`src/rtl/irq_pc_sequencer.sv`:
```
// Next-PC sequencer: sequential/branch fetch, interrupt drain/vector, mret return.
// Optional IRQ_VECTORED_EN: vector = IRQ_VEC + 4*idx (otherwise a single IRQ_VEC).
module irq_pc_sequencer #(
  parameter logic [31:0] RESET_VEC = 32'h0000_0000,
  parameter logic [31:0] IRQ_VEC   = 32'h0000_0100,
  parameter int unsigned NUM_IRQ   = 4,
  parameter int unsigned DRAIN_CYC = 2
) (
  input  logic               i_clk,
  input  logic               i_rst,
  input  logic [31:0]        i_pc,
  input  logic               i_stall,
  input  logic               i_br_taken,
  input  logic [31:0]        i_br_target,
  input  logic               i_mret,
  input  logic               i_mie,
  input  logic [NUM_IRQ-1:0] i_irq,
  output logic [31:0]        o_nxt_pc,
  output logic               o_pc_enable,
  output logic               o_flush,
  output logic [NUM_IRQ-1:0] o_irq_ack,
  output logic [31:0]        o_mepc,
  output logic [31:0]        o_mcause,
  output logic               o_in_isr
);

  localparam logic [1:0] ST_RUN   = 2'd0;
  localparam logic [1:0] ST_DRAIN = 2'd1;
  localparam logic [1:0] ST_TRAP  = 2'd2;
  localparam logic [1:0] ST_ISR   = 2'd3;

  localparam logic [2:0] DRAIN_LOAD = (DRAIN_CYC == 0) ? 3'd0 : 3'(DRAIN_CYC - 1);

  logic [1:0]  state;
  logic [2:0]  drain_cnt;
  logic [3:0]  idx;
  logic [3:0]  win;
  logic        pend;
  logic        take;
  logic [31:0] seq_pc;
  logic [31:0] vec_pc;

  assign pend   = (|i_irq) & i_mie;
  assign seq_pc = i_br_taken ? i_br_target : i_pc + 32'd4;

`ifdef IRQ_VECTORED_EN
  assign vec_pc = IRQ_VEC + {26'd0, idx, 2'b00};
`else
  assign vec_pc = IRQ_VEC;
`endif

  // Scan high-to-low so the lowest set index is the one left standing.
  always_comb begin
    win = '0;
    for (int unsigned i = NUM_IRQ; i > 0; i--) begin
      if (i_irq[i-1]) win = 4'(i - 1);
    end
  end

  always_comb begin
    o_nxt_pc    = seq_pc;
    o_pc_enable = 1'b0;
    o_flush     = 1'b0;
    o_irq_ack   = '0;
    o_in_isr    = 1'b0;
    take        = 1'b0;
    if (i_rst) begin
      o_nxt_pc = RESET_VEC;
    end else begin
      case (state)
        ST_RUN: begin
          o_pc_enable = !i_stall;
          if (pend && !i_stall) begin
            o_pc_enable = 1'b0;
            o_flush     = 1'b1;
            take        = 1'b1;
          end
        end
        ST_DRAIN: o_flush = 1'b1;
        ST_TRAP: begin
          o_nxt_pc    = vec_pc;
          o_flush     = 1'b1;
          o_pc_enable = !i_stall;
          if (!i_stall) begin
            for (int unsigned i = 0; i < NUM_IRQ; i++) o_irq_ack[i] = (idx == 4'(i));
          end
        end
        default: begin
          o_in_isr = 1'b1;
          if (i_mret && !i_stall) begin
            o_nxt_pc    = o_mepc;
            o_pc_enable = 1'b1;
            o_flush     = 1'b1;
          end else begin
            o_pc_enable = !i_stall;
          end
        end
      endcase
    end
  end

  always_ff @(posedge i_clk) begin
    if (i_rst) begin
      state     <= ST_RUN;
      drain_cnt <= '0;
      idx       <= '0;
      o_mepc    <= '0;
      o_mcause  <= '0;
    end else begin
      case (state)
        ST_RUN: begin
          if (take) begin
            o_mepc    <= seq_pc;
            o_mcause  <= 32'h8000_0010 + {28'd0, win};
            idx       <= win;
            drain_cnt <= DRAIN_LOAD;
            state     <= (DRAIN_CYC == 0) ? ST_TRAP : ST_DRAIN;
          end
        end
        ST_DRAIN: begin
          if (drain_cnt == 3'd0) state <= ST_TRAP;
          else drain_cnt <= drain_cnt - 3'd1;
        end
        ST_TRAP: if (!i_stall) state <= ST_ISR;
        default: if (i_mret && !i_stall) state <= ST_RUN;
      endcase
    end
  end

endmodule

```
`config.mk`:
```
export PLATFORM = sky130hd
export DESIGN_NAME = irq_pc_sequencer
export DESIGN_NICKNAME = d
export VERILOG_FILES = /design/src/rtl/irq_pc_sequencer.sv
export SDC_FILE = /design/constraint.sdc
export NUM_CORES = 1
export LEC_CHECK = 0
export BUFFER_PORTS_ARGS = -buffer_cell sky130_fd_sc_hd__buf_2
export CAP_MARGIN = 15
export CORE_MARGIN = 2
export CORE_UTILIZATION = 35
export CTS_BUF_LIST = sky130_fd_sc_hd__clkbuf_2 sky130_fd_sc_hd__clkbuf_4 sky130_fd_sc_hd__clkbuf_8
export DETAILED_ROUTE_END_ITERATION = 7
export GPL_TIMING_DRIVEN = 0
export PLACE_DENSITY = 0.72
export RECOVER_POWER = 25
export SLEW_MARGIN = 0
export SYNTH_ARGS = -nofsm -noshare
export SYNTH_HDL_FRONTEND = slang
export SYNTH_SLANG_ARGS = --single-unit
```
`constraint.sdc`:
```
create_clock -name i_clk -period 6.3 [get_ports i_clk]
set_clock_uncertainty 0.15 [all_clocks]
set_input_delay 0.315 -clock i_clk [delete_from_list [all_inputs] [get_ports i_clk]]
set_output_delay 0.315 -clock i_clk [all_outputs]
set_load 0.005 [all_outputs]
```
==> impl_metrics.toml <==
[sta]
setup_viol = 0
worst_pin_slew_ns = 0.779
finalHoldViolations = 0
tns_ns = 0
holdWs_ns = 0.163
fmaxAchievable_mhz = 284
post-route-period-util_pct = 55.8
fin_crit_ns = 3.52
relSlewSlack_pct = 47.9
slew_viol_final = 0
grt_setup_unrepaired = "false"

[drt]
drc = 0
wl_per_cell_um = 16.0
dr.first_iter.drc_count = 280
vias = 4136
vias_per_cell = 5.20
antenna_left = 0
firstDrtPassIters = 5
wl_mm = 12.7

[clock_tree]
cts_setup_buffers = 0
clk_path_buf_depth = 2
clk_pin_slew_worst_paths_ns = 0.08
numCtsBuffers = 5
cts_repair_resize_count = 0
clk_latency_ns = 0.30
cts_tree = "done"
numClockSinks = 40
cts-hold-fix-buffers = 0
root_buffer = "clkbuf_8"
cts-htree-levels = 2

[synth]
yosysTopAreaCell = "dfxtp_1"
syn_area_um2 = 3440
netlist_instances = 481
synth-adder-area-share_pct = 2.54
synth_common_cells = "52 x nand2_1, 40 x dfxtp_1, 40 x nor2_1"
synth_compound_area_share_pct = 20.9
synth_top_area_share_pct = 23.3
synth-xor-area-share_pct = 6.10
synth_ff_type = "dfxtp_1"
synth_most_common_cell = "nand2_1"
avgSynthCellArea_um2 = 7.16
synth_top_family_by_area = "simple AND/OR/NAND/NOR gates"
synth_warnings = 0
synth.yosys.seq_area_share_pct = 23.3
synth_edf_count = 0
synth_cell_types = 61
yosys-top-cells-area = "dfxtp_1 23%, buf_4 6.3%, nand2_1 5.7%, a21oi_1 5.2%, mux2i_1 4.7%"
synth-seq-cells = 40
async_reset_ff_share_pct = 0
synth.mux.area_fraction_pct = 6.07
synthSimpleGateAreaFrac_pct = 29.7

[worst_setup_path]
required_ns = 5.83
reg2regPathDepth = 6
worst_ep_arrival_time_ns = 3.05
rrSetupSlack_ns = 3.78
startpoint = "state[1]"
crit_end = "o_nxt_pc[22]"
path_class = "flip-flop to output pin"
start_kind = "flip-flop"
worstSetupEndpointType = "output pin"
r2r-end = "o_mepc[27]"
critPathMaxFanout = 10
r2r-start = "state[1]"

[die]
die_x_um = 103
core_um2 = 9640
fp.dieH_um = 103
start_util_pct = 35.7
core.rowCount = 36
die-area_um2 = 10600
ios = 177

[global_route]
grt_antenna_before_repair = 0
grtUsageTotal_pct = 23.1
grt_max_degree = 13
grt.overflow.total = 0
grt_pass1_vias = 3707
grt_pass1_wl_mm = 18.9

[layout]
fillers = 1031
seq_area_um2 = 801
finalNonFillerCells = 796
num_antenna_cells = 0
final_layout_size_suffix_gt1_share_pct = 27.5
multiInputGateArea_um2 = 2350
fin_nets = 743
syn_to_final_growth_pct = 31.7

[placement]
post-dp-hpwl_mm = 10.1
port_buffers = 147
dpl.cell_count = 788
place_congestion = 0.885

[run_status]
status = "completed"

[run]
max-cap-violations = 0

[min_path]
min_path_cells = 3
hold_class = "input port to flip-flop"

[power_and_ir_drop]
ir_drop_uv = 109
leakage_nw = 2.11
finalPower_mw = 1.04
p_per_area_nw_per_um2 = 230
[final cells by class]
cell class,instances,share of cell area [%]
Clock buffer,6,1.68
Sequential cell,40,17.7
Clock inverter,2,0.773
Inverter,16,1.32
Multi-Input combinational cell,395,51.8
Timing Repair Buffer,147,15.7
Tap cell,133,3.67
Buffer,57,7.34
[how the worst min path moves through the flow]
stage	slack [ns]	start	end
finish	0.16	i_br_target[14]	o_mepc[14]
global route	0.15	i_br_target[14]	o_mepc[14]
CTS	0.16	i_br_target[14]	o_mepc[14]
detailed placement	0.31	drain_cnt[0]	drain_cnt[0]
global placement	0.30	drain_cnt[0]	drain_cnt[0]
floorplan	0.29	drain_cnt[0]	drain_cnt[0]
[per-layer routing]
layer | share of wire, % | wire length [um] | GRT usage [%]
met1 | 44 | 5610 | 30.1
met2 | 47 | 5970 | 38.5
met3 | 6.7 | 849 | 3.70
met4 | 2.5 | 319 | 8.50
met5 | 0 | 0 | 0
[worst max-delay path: stages (launching register included)]
cell and delay (ns):
dfxtp_1 0.41, ha_1 0.19, clkbuf_1 0.32, nor3_1 0.15
nor2_1 0.52, nand2_1 0.39, clkbuf_1 0.34, o22ai_1 0.26
buf_2 0.15
[flip-flops by register name, indices dropped and copies added, names as in the netlist]
name and flops:
o_mepc 32, state 2, drain_cnt 3, o_mcause 2, idx 1
[cell families (layout without fill, tap and decap cells)]
group / Yosys count / in the layout
buf+inv: 73 / 228
mux: 20 / 20
simple gates: 198 / 198
compound gates: 118 / 118
other cells: 1 / 28
flops: 40 / 40
xor+xnor: 24 / 24
fa+ha+maj: 7 / 7
[where the power goes]
part	switching, mW	internal [mW]	total (mW)
registers	0.0275	0.287	0.314
logic	0.297	0.213	0.509
clock network	0.0973	0.122	0.219
[metrics by stage]
step | utilization [%] | area, um2 | worst slack, ns
floorplan | - | 3540 | 3.87
finish | 47.0 | 4530 | 2.78
detailed placement | 46.1 | 4450 | 3.18
global route | 47.0 | 4530 | 2.56
global placement | 46.1 | 4450 | 3.24
CTS | 47.3 | 4560 | 2.83
[cells in the final DEF, fill, tap and decap left out, drive strengths merged, types with 20 or more instances in the layout]
master | netlist | layout
o21ai | 29 | 29
nand3 | 20 | 20
conb | 1 | 28
clkbuf | 20 | 45
nor2 | 40 | 40
a21oi | 37 | 37
dfxtp | 40 | 40
nand2b | 23 | 23
nand2 | 52 | 52
buf | 37 | 165
Power figures use the tool's default switching activity.
